`config.mk`:
```
export PLATFORM = sky130hd
export DESIGN_NAME = branch_rs_scheduler
export DESIGN_NICKNAME = d
export VERILOG_FILES = /design/src/rtl/branch_rs_scheduler.sv
export SDC_FILE = /design/constraint.sdc
export NUM_CORES = 1
export LEC_CHECK = 0
export CAP_MARGIN = 0
export CORE_ASPECT_RATIO = 0.75
export CORE_UTILIZATION = 61
export DETAILED_ROUTE_END_ITERATION = 12
export PLACE_DENSITY = 0.85
export SETUP_SLACK_MARGIN = 0.3
export SYNTH_ARGS = -nofsm -noshare
export SYNTH_HDL_FRONTEND = slang
export SYNTH_SLANG_ARGS = --single-unit
```
`constraint.sdc`:
```
create_clock -name clock -period 20 [get_ports clock]
set_clock_uncertainty 0.15 [all_clocks]
set_input_delay 3 -clock clock [delete_from_list [all_inputs] [get_ports clock]]
set_output_delay 3 -clock clock [all_outputs]
set_load 0.01 [all_outputs]
```
`src/rtl/branch_rs_scheduler.sv`:
```
// Reservation station and issue scheduler for the branch execution unit.
// Holds dispatched branch/jump ops and snoops the CDB for missing operands.
// Each cycle it issues the oldest entry whose operands are both ready.
// Ages form a dense 0..occupancy-1 ordering, so the entry with the smallest
// age is always the oldest one in the station.
module branch_rs_scheduler #(
  parameter int RS_SIZE = 4,
  parameter int XLEN    = 32,
  parameter int PRF_LEN = 6,
  parameter int ROB_LEN = 5,
  parameter int PAY_W   = 96
) (
  input  logic                         clock,
  input  logic                         reset,
  input  logic                         dispatch_valid,
  input  logic                         dispatch_opa_ready,
  input  logic [PRF_LEN-1:0]           dispatch_opa_preg,
  input  logic [XLEN-1:0]              dispatch_opa_value,
  input  logic                         dispatch_opb_ready,
  input  logic [PRF_LEN-1:0]           dispatch_opb_preg,
  input  logic [XLEN-1:0]              dispatch_opb_value,
  input  logic [PRF_LEN-1:0]           dispatch_dest_preg,
  input  logic [ROB_LEN-1:0]           dispatch_rob_idx,
  input  logic [PAY_W-1:0]             dispatch_payload,
  input  logic                         cdb_valid,
  input  logic [PRF_LEN-1:0]           cdb_preg,
  input  logic [XLEN-1:0]              cdb_value,
  input  logic                         fu_busy,
  input  logic                         flush,
  output logic                         rs_full,
  output logic [$clog2(RS_SIZE):0]     occupancy,
  output logic                         issue_valid,
  output logic [XLEN-1:0]              issue_opa_value,
  output logic [XLEN-1:0]              issue_opb_value,
  output logic [PRF_LEN-1:0]           issue_dest_preg,
  output logic [ROB_LEN-1:0]           issue_rob_idx,
  output logic [PAY_W-1:0]             issue_payload
);

  localparam int IDX_W = $clog2(RS_SIZE);
  localparam int OCC_W = IDX_W + 1;

  // Entry control state (reset) and entry data state (no reset needed).
  logic [RS_SIZE-1:0] ent_valid;
  logic [RS_SIZE-1:0] opa_rdy;
  logic [RS_SIZE-1:0] opb_rdy;
  logic [IDX_W-1:0]   age     [RS_SIZE];
  logic [PRF_LEN-1:0] opa_tag [RS_SIZE];
  logic [PRF_LEN-1:0] opb_tag [RS_SIZE];
  logic [XLEN-1:0]    opa_val [RS_SIZE];
  logic [XLEN-1:0]    opb_val [RS_SIZE];
  logic [PRF_LEN-1:0] dest    [RS_SIZE];
  logic [ROB_LEN-1:0] rob     [RS_SIZE];
  logic [PAY_W-1:0]   payload [RS_SIZE];

  logic [RS_SIZE-1:0] opa_wake;
  logic [RS_SIZE-1:0] opb_wake;
  logic               sel_found;
  logic [IDX_W-1:0]   sel_idx;
  logic [IDX_W-1:0]   sel_age;
  logic               free_found;
  logic [IDX_W-1:0]   free_idx;
  logic               issue_fire;
  logic               dispatch_fire;
  logic               disp_opa_rdy;
  logic               disp_opb_rdy;
  logic [XLEN-1:0]    disp_opa_val;
  logic [XLEN-1:0]    disp_opb_val;
  logic [IDX_W-1:0]   disp_age;
  logic [OCC_W-1:0]   occ_next;

  // CDB tag match for every waiting operand already in the station.
  always_comb begin
    opa_wake = '0;
    opb_wake = '0;
    for (int i = 0; i < RS_SIZE; i++) begin
      opa_wake[i] = cdb_valid && ent_valid[i] && !opa_rdy[i] && (opa_tag[i] == cdb_preg);
      opb_wake[i] = cdb_valid && ent_valid[i] && !opb_rdy[i] && (opb_tag[i] == cdb_preg);
    end
  end

  // Oldest-ready select over registered state.
  always_comb begin
    sel_found = 1'b0;
    sel_idx   = '0;
    sel_age   = '0;
    for (int i = 0; i < RS_SIZE; i++) begin
      if (ent_valid[i] && opa_rdy[i] && opb_rdy[i] && (!sel_found || (age[i] < sel_age))) begin
        sel_found = 1'b1;
        sel_idx   = IDX_W'(i);
        sel_age   = age[i];
      end
    end
  end

  // Lowest-index free slot for the incoming op (scan high to low so low wins).
  always_comb begin
    free_found = 1'b0;
    free_idx   = '0;
    for (int i = RS_SIZE - 1; i >= 0; i--) begin
      if (!ent_valid[i]) begin
        free_found = 1'b1;
        free_idx   = IDX_W'(i);
      end
    end
  end

  // Fire decisions, dispatch/CDB bypass and next occupancy.
  always_comb begin
    issue_fire    = sel_found && !fu_busy && !flush;
    dispatch_fire = dispatch_valid && !rs_full && !flush && free_found;
    disp_opa_rdy  = dispatch_opa_ready || (cdb_valid && (cdb_preg == dispatch_opa_preg));
    disp_opb_rdy  = dispatch_opb_ready || (cdb_valid && (cdb_preg == dispatch_opb_preg));
    disp_opa_val  = dispatch_opa_ready ? dispatch_opa_value : cdb_value;
    disp_opb_val  = dispatch_opb_ready ? dispatch_opb_value : cdb_value;
    disp_age      = IDX_W'(occupancy - OCC_W'(issue_fire));
    occ_next      = occupancy + OCC_W'(dispatch_fire) - OCC_W'(issue_fire);
  end

  // Control state: validity, readiness, ages, counts; flush clears everything.
  always_ff @(posedge clock) begin
    if (reset) begin
      ent_valid   <= '0;
      opa_rdy     <= '0;
      opb_rdy     <= '0;
      occupancy   <= '0;
      rs_full     <= 1'b0;
      issue_valid <= 1'b0;
      for (int i = 0; i < RS_SIZE; i++) age[i] <= '0;
    end else if (flush) begin
      ent_valid   <= '0;
      occupancy   <= '0;
      rs_full     <= 1'b0;
      issue_valid <= 1'b0;
    end else begin
      for (int i = 0; i < RS_SIZE; i++) begin
        if (opa_wake[i]) opa_rdy[i] <= 1'b1;
        if (opb_wake[i]) opb_rdy[i] <= 1'b1;
        if (issue_fire && ent_valid[i] && (age[i] > sel_age)) age[i] <= age[i] - IDX_W'(1);
        if (issue_fire && (sel_idx == IDX_W'(i))) ent_valid[i] <= 1'b0;
        if (dispatch_fire && (free_idx == IDX_W'(i))) begin
          ent_valid[i] <= 1'b1;
          opa_rdy[i]   <= disp_opa_rdy;
          opb_rdy[i]   <= disp_opb_rdy;
          age[i]       <= disp_age;
        end
      end
      occupancy   <= occ_next;
      rs_full     <= (occ_next == OCC_W'(RS_SIZE));
      issue_valid <= issue_fire;
    end
  end

  // Entry data: operand capture on wakeup, full load on dispatch.
  always_ff @(posedge clock) begin
    for (int i = 0; i < RS_SIZE; i++) begin
      if (opa_wake[i]) opa_val[i] <= cdb_value;
      if (opb_wake[i]) opb_val[i] <= cdb_value;
      if (dispatch_fire && (free_idx == IDX_W'(i))) begin
        opa_tag[i] <= dispatch_opa_preg;
        opb_tag[i] <= dispatch_opb_preg;
        opa_val[i] <= disp_opa_val;
        opb_val[i] <= disp_opb_val;
        dest[i]    <= dispatch_dest_preg;
        rob[i]     <= dispatch_rob_idx;
        payload[i] <= dispatch_payload;
      end
    end
  end

  // Issue packet: loads the selected entry, otherwise holds its last value.
  always_ff @(posedge clock) begin
    if (reset) begin
      issue_opa_value <= '0;
      issue_opb_value <= '0;
      issue_dest_preg <= '0;
      issue_rob_idx   <= '0;
      issue_payload   <= '0;
    end else if (issue_fire) begin
      issue_opa_value <= opa_val[sel_idx];
      issue_opb_value <= opb_val[sel_idx];
      issue_dest_preg <= dest[sel_idx];
      issue_rob_idx   <= rob[sel_idx];
      issue_payload   <= payload[sel_idx];
    end
  end

endmodule

```
* Word level (Yosys, flattened, before mapping) *
Memories as Yosys holds them, arrays and structs flattened. A register that Yosys moved wholly into a read port is not among the register bits.
Cells that the tools add are included.
Widths: inputs -> output; s select.

storage, ports and cells
  bits in registers = 17
  bits in writable memories = 740
  input bits = 229
  output and inout port bits = 176
  logic and storage cells = 342
  memories = 8

cells by class
  add/sub/neg operators = 7
  order comparisons = 7
  equal/unequal tests = 17
  mux-type cells = 160
  bitwise gates (word level) = 17
  reductions and logical operators = 111

memory list
  name         words  bits a word  read ports  clocked after Yosys merged registers in  wr ports  RTL line  text
  payload      4      96           1           1                                        1         54        logic [PAY_W-1:0] payload [RS_SIZE];
  opa_val      4      32           1           1                                        4         50        logic [XLEN-1:0] opa_val [RS_SIZE];
  opb_val      4      32           1           1                                        4         51        logic [XLEN-1:0] opb_val [RS_SIZE];
  dest         4      6            1           1                                        1         52        logic [PRF_LEN-1:0] dest [RS_SIZE];
  opa_tag      4      6            4           0                                        1         48        logic [PRF_LEN-1:0] opa_tag [RS_SIZE];
  opb_tag      4      6            4           0                                        1         49        logic [PRF_LEN-1:0] opb_tag [RS_SIZE];
  +2 memories  n/a    n/a          n/a         n/a                                      n/a       n/a

operators with widths
  kind                 count
  $mux 32              10
  $mux 96              3
  $reduce_or 96->1     3
  $mux 1               102
  $mux 2               33
  $eq 6x6->1           10
  $logic_and 1x1->1    54
  $mux 6               9
  $reduce_or 6->1      9
  $reduce_bool 2->1    12
  $or 1x1->1           16
  $reduce_and 2->1     8
  $mux 5               3
  $reduce_or 5->1      3
  $logic_not 1->1      14
  $eq 2x2->1 const B   4
  $gt 2x2->1           4
  $sub 2x1->2 const B  4
  $lt 2x2->1           3
  $logic_or 1x1->1     5
  $eq 2x1->1 const B   2
  $logic_not 2->1      2
  $add 3x1->3          1
  $eq 3x3->1 const B   1
  other kinds (4)      4

* Longest topological paths before layout *
Gate-level depths: netlist of run 1.

  depth after elaboration = 25
  depth in mapped cells = 19
  depth with buffers taken out = 16

* Least setup slack after synthesis of run 1 *
No wires, ideal clock.

  kind = input to register
  start point = input flush
  end point = memory opa_val[2][10] (data pin)
  setup time = 0.260 ns
  data arrival time = 13.791 ns
  required time = 19.590 ns
  slack = 5.799 ns
  stages on the path = 6
  buffers on the path = 1
  cells stage by stage = clkinv_1 > nand3b_1 > nor3_1 > nand2_1 > buf_1 > mux2_2

RTL lines
  element          RTL line  text
  start, declared  29        input logic flush,
  end, declared    50

==> results of run 1 <==
[worst paths after layout]
check                                    to  slack, ns  cells past startpoint
max                opb_val[1][15]$_DFFE_PN_      13.31                      7
min          issue_payload[51]$_SDFFE_PP0P_       0.31                      1
max reg2reg         age[2][1]$_SDFFCE_PN0P_      14.23                     16
min reg2reg  issue_payload[51]$_SDFFE_PP0P_       0.31                      1
[cells by family (layout without fill, tap and decap cells)]
group                      Yosys count  after routing  share of synthesized area, %
buffers and inverters              187            609                          2.19
xor gates and xnor gates            67             67                          1.58
DFF                                928            928                          70.2
AOI/OAI and AO/OA                  480            480                          11.2
adders and majority gates           14             14                         0.466
and+or+nand+nor                    283            283                          3.40
muxes                              366            366                          10.9
other                                0             14                             0
[worst register-to-register path: stages, from the launching register on]
cell	delay [ns]
dfxtp_1	0.72
and3_1	0.37
nand2_1	0.14
ha_1	0.35
a211oi_4	0.40
or2_1	0.32
a41oi_2	0.18
a211oi_2	0.36
o21a_2	0.19
buf_4	0.60
nor3_1	0.15
a21oi_1	0.38
ha_1	0.23
nor2_1	0.05
maj3_1	0.35
and3_1	0.21
or3_1	0.36
[metrics by stage]
step / area [um2] / setup slack, ns / total power [mW]
finish: 44700 / 13.31 / 3.95
global route: 44700 / 13.16 / 4.04
CTS: 44600 / 13.37 / 3.96
detailed placement: 41700 / 12.70 / 2.31
global placement: 41700 / 12.81 / 2.30
floorplan: 37000 / 5.80 / 2.22
[layout make-up]
class	instances	area, um2	share of cell area, %
flip-flops and latches	928	26000	58.2
diodes	14	35.0	0.0784
multi-input cells	1210	10400	23.3
well taps	790	988	2.21
clock inverters	47	571	1.28
inverters	12	45.0	0.101
clock buffers	112	2340	5.23
repair buffers	438	4300	9.62
[state kept, by name, summed over array words and instances (netlist names), 20 cells and up]
register	count
opb_val	128
opb_tag	24
opa_tag	24
issue_opa_value	32
opa_val	128
issue_payload	96
rob	20
payload	384
dest	24
issue_opb_value	32
[cell usage in the layout, fill, tap and decap left out, types with 7 or more instances in the layout]
master and count:
a211oi_1 9, a21oi_1 18, a221o_1 171, a221oi_1 116
a22oi_1 118, buf_4 34, bufinv_16 10, clkbuf_1 16
clkbuf_16 85, clkbuf_8 11, clkdlybuf4s50_1 404, clkinv_1 10
clkinv_2 11, dfxtp_1 188, diode_2 14, edfxtp_1 740
ha_1 9, inv_1 11, mux2_2 311, mux2i_1 55
nand2_1 16, nand2_2 8, nand4_1 9, nor2_1 145
nor3_1 65, nor4_1 7, o21ai_0 9, xnor2_1 27
xor2_1 40
[routing by layer]
metal  GRT usage [%]  wire length, um  vias up
li1                -                -    10147
met4            11.9             3500       18
met5               0              104        -
met3            7.45            10800      246
met1            43.6            38200    12051
met2            49.8            47400     1487
[power groups by stage]
stage	clock network, mW	logic (mW)	registers (mW)
after detailed placement	0	0.150	2.16
after CTS	1.69	0.153	2.11
after floorplan	0	0.0628	2.16
after global routing	1.76	0.163	2.12
final	1.68	0.154	2.11
after global placement	0	0.143	2.15
==> results.cfg, run 1 <==
[run_status]
status = completed

[cts]
cts_sinks = 928
cts_buffers = 85
clockBufferDepth = 3
insertion_delay_ns = 0.64
cts_hold_buffers = 0
postCtsSetupBuffers = 0
path_clk_slew_ns = 0.06
htreeDepth = 3
cts_tree = yes
root_buffer = clkbuf_16
cts_resized = 0

[detailed_routing]
finalWirelength_um = 99900
wl_per_cell_um = 28.1
vias = 23949
firstDrtPassIters = 6
via_per_inst = 6.74
antenna_left = 0
route.detailed.drc = 0
drt_iter0_markers = 3180

[critical_path]
worstPathCellList = clkdlybuf4s50_1 > clkinv_1 > nand3b_1 > nor3b_2 > buf_4 > nand2_2 > mux2_2
start_kind = input pin
path_buf_inv = 3
cp-end-kind = flop
cp_slowest_cell = nand2_2
crit_arrival_ns = 6.91
cpLargestDelayFamily = simple AND/OR/NAND/NOR gates
critPathLaunch = flush
path_class = input pin to flop
crit_fanout = 53
slowest_delay_ns = 0.77
timing.rr.start = ent_valid[0]$_SDFFE_PP0P_
worstPathRequired_ns = 20.23

[power_and_ir_drop]
switchingPower_uw = 806
p_sw_share_pct = 20.4
p_per_area_nw_per_um2 = 88.5
clkPwrFrac_pct = 42.6
p_leak_nw = 14.5
irDropWorstVdd_mv = 0.0670
p_int_mw = 3.15
pwr-share-comb_pct = 3.9
seqPwrFrac_pct = 53.5

[cells_and_area]
final_util_pct = 75.2
nets = 2914
nFillCells = 3339
drive_gt1_share_pct = 18.8
instances_no_fill = 3551
area_delta_synth_final_pct = 20.7

[sta]
hold_viol_final = 0
slew_headroom_pct = 21.8
fmax_mhz = 150
setup_violations = 0
fin_crit_ns = 6.69
rsz0062_at_grt = false
min_period_over_period_pct = 33.4
final_max_slew_viol_count = 0
setup_tns_ns = 0
tightest_slew_ns = 1.17
holdWs_ns = 0.314

[logic_synthesis]
avgSynthCellArea_um2 = 15.9
synth_top_flop_cell = edfxtp_1
yosysUniqueCellTypes = 62
yosysTopAreaCell = edfxtp_1
yosysMostFrequentCell = edfxtp_1
synth.cell_area_um2 = 37000
synth_top_area_share_pct = 60.0
syn-num-nets = 2564
synth-edff-count = 740
synth_area_leaders = edfxtp_1 60%, dfxtp_1 10%, mux2_2 9.5%, a221o_1 4.6%, a221oi_1 2.7%
synthTopCellsByCount = 740 x edfxtp_1, 311 x mux2_2, 188 x dfxtp_1
synthCells = 2325
synth_seq_cells = 928
yosysSeqAreaShare_pct = 70.2
async_reset_ff_share_pct = 0
yosysWarnings = 0

[floorplan]
die_w_um = 286
rows = 77
dieHeight_um = 215
num_io_pins = 405
coreArea_um2 = 59400
start_util_pct = 62.3
die_area_um2 = 61700

[global_routing]
grt_pass1_wl_um = 148000
grt.total_usage_pct = 31.8
grt_max_degree = 85
grt_pass1_vias = 23743
overflow = 0
antenna_found_initial = 22

[placed_design]
portBuffers = 404
dp.cells = 3378
dpl.hpwl_um = 56700
gp_congestion = 0.821

[hold_path]
hold_path_startpoint = payload[3][51]$_DFFE_PP_
hp-class = flop to flop

[job]
cap_violations = 0
Power figures use the tool's default switching activity.
==> inputs of run 2 (changes only) <==
CORE_UTILIZATION = 51   (was 61)
PLACE_DENSITY = 0.76   (was 0.85)
clock period = 5.52 ns   (was 20 ns; I/O delays follow)
==> results.cfg, run 2 (synthesis results as in run 1) <==
[floorplan]
rows = 85
coreArea_um2 = 71800
start_util_pct = 51.6
dieHeight_um = 235
num_io_pins = 405
die_w_um = 313
die_area_um2 = 73700

[cts]
insertion_delay_ns = 0.65
cts_buffers = 89
root_buffer = clkbuf_16
clockBufferDepth = 3
cts_sinks = 928
path_clk_slew_ns = 0.06
htreeDepth = 3
cts_tree = yes

[sta]
holdWs_ns = 0.314
setup_ws_ns = 0.751
min_period_over_period_pct = 86.4
hold_viol_final = 0
final_max_slew_viol_count = 0
rsz0062_at_grt = false
fmax_mhz = 210
tightest_slew_ns = 1.25
setup_violations = 0
fin_crit_ns = 4.77
slew_headroom_pct = 16.6

[placed_design]
place_ws_ns = 0.688
portBuffers = 404
dpl.hpwl_um = 57800
dp.cells = 3557
gp_congestion = 0.856

[critical_path]
worstPathCellList = and3_1 > nand2_1 > ha_1 > a211oi_4 > or2_1 > a41oi_2 > a211oi_2 > o21a_2 > nor3_1 > a21oi_1 > ha_1 > nor2_1 > maj3_1 > and3_1 > or3_1
slowest_delay_ns = 0.51
crit_arrival_ns = 5.02
cp_slowest_cell = dfxtp_2
worstPathRequired_ns = 5.77
start_kind = flop
path_class = flop to flop
r2r_cells = 15
cp-end-kind = flop
crit_fanout = 12
regToRegSetupSlack_ns = 0.75

[cells_and_area]
nets = 2930
area_delta_synth_final_pct = 22.0
final_cell_mix = 740 x edfxtp_1, 404 x clkdlybuf4s50_1, 310 x mux2_2
regMostFlops = payload
reg.largest.list = payload: 384 flops, opa_val: 128 flops, opb_val: 128 flops
drive_gt1_share_pct = 19.2
instances_no_fill = 3739
final_common_cell = edfxtp_1
largest_register_ffs = 384
final_util_pct = 62.9

[hold_path]
min_path_cells = 1
hp-class = flop to flop

[detailed_routing]
drt_iter0_markers = 2744
wl_per_cell_um = 27.4
finalWirelength_um = 102000
route.detailed.drc = 0
via_per_inst = 6.31
antenna_left = 0
firstDrtPassIters = 6
vias = 23608

[power_and_ir_drop]
p_leak_nw = 14.6
p_per_area_nw_per_um2 = 317
irDropWorstVdd_mv = 0.250
total_power_mw = 14.3

[global_routing]
grt_max_degree = 120
grt_pass1_vias = 23740
grt.total_usage_pct = 27.3
grt_pass1_wl_um = 150000
overflow = 0
antenna_found_initial = 23

[job]
cap_violations = 0

[run_status]
status = completed
[run 2: cell count changes in the layout (fill, tap and decap cells not counted), moves of 3 or more]
cell,before,now
clkbuf_1,16,19
clkbuf_16,85,90
bufinv_16,10,7
clkinv_2,11,15
clkbuf_8,11,8
buf_12,0,12
[run 2: worst max-delay path: cells and delay by family, from the launching register on]
family	cells	cell delay, ns
flip-flops	1	0.51
AND/OR/NAND/NOR	7	1.40
adder cells (fa/ha/maj)	3	0.91
AO/OA/AOI/OAI	5	1.56
[run 2: metrics by stage]
step / area [um2] / TNS (ns)
2_1_floorplan: 37100 / -37.98
3_3_place_gp: 42200 / 0
3_5_place_dp: 42200 / 0
4_1_cts: 45100 / 0
5_1_grt: 45200 / 0
6_report: 45200 / 0
[run 2: worst paths after layout]
path,startpoint,end
setup / recovery,ent_valid[0]$_SDFFE_PP0P_,age[2][1]$_SDFFCE_PN0P_
hold reg to reg,opb_val[3][31]$_DFFE_PN_,issue_opb_value[31]$_SDFFE_PP0P_
hold / removal,opb_val[3][31]$_DFFE_PN_,issue_opb_value[31]$_SDFFE_PP0P_
setup reg to reg,ent_valid[0]$_SDFFE_PP0P_,age[2][1]$_SDFFCE_PN0P_
[run 2: final cells by class]
type | count | area [um2]
Tap cell | 957 | 1200
Sequential cell | 928 | 26000
Clock buffer | 117 | 2430
Inverter | 12 | 71.3
Fill cell | 5098 | 26600
Clock inverter | 49 | 478
Timing Repair Buffer | 450 | 4540
Antenna cell | 16 | 40.0
Multi-Input combinational cell | 1210 | 10400
[run 2: where the power goes]
group	internal, mW	switching [mW]	total (mW)
Combinational	0.281	0.288	0.569
Clock	3.46	2.65	6.11
Sequential	7.63	0.0267	7.66
Total	11.4	2.97	14.3
[run 2: per-layer routing]
metal  routed length [um]  up-vias  global-route usage, %  part of all wire, %
li1                     -    10174                      -                    -
met1                41900    12072                   37.5                   41
met2                48300     1136                   43.1                   47
met3                 9110      210                   6.32                  8.9
met4                 3020       16                   8.71                  2.9
met5                   72        -                      0                0.070
[run 2: repair_timing]
| action | in CTS | in global routing |
|---|---|---|
| gates resized for setup | 0 | 1 |
| hold buffers | 0 | 0 |
| buffers inserted | 0 | 0 |
| endpoints found under the setup margin | 0 | 2 |
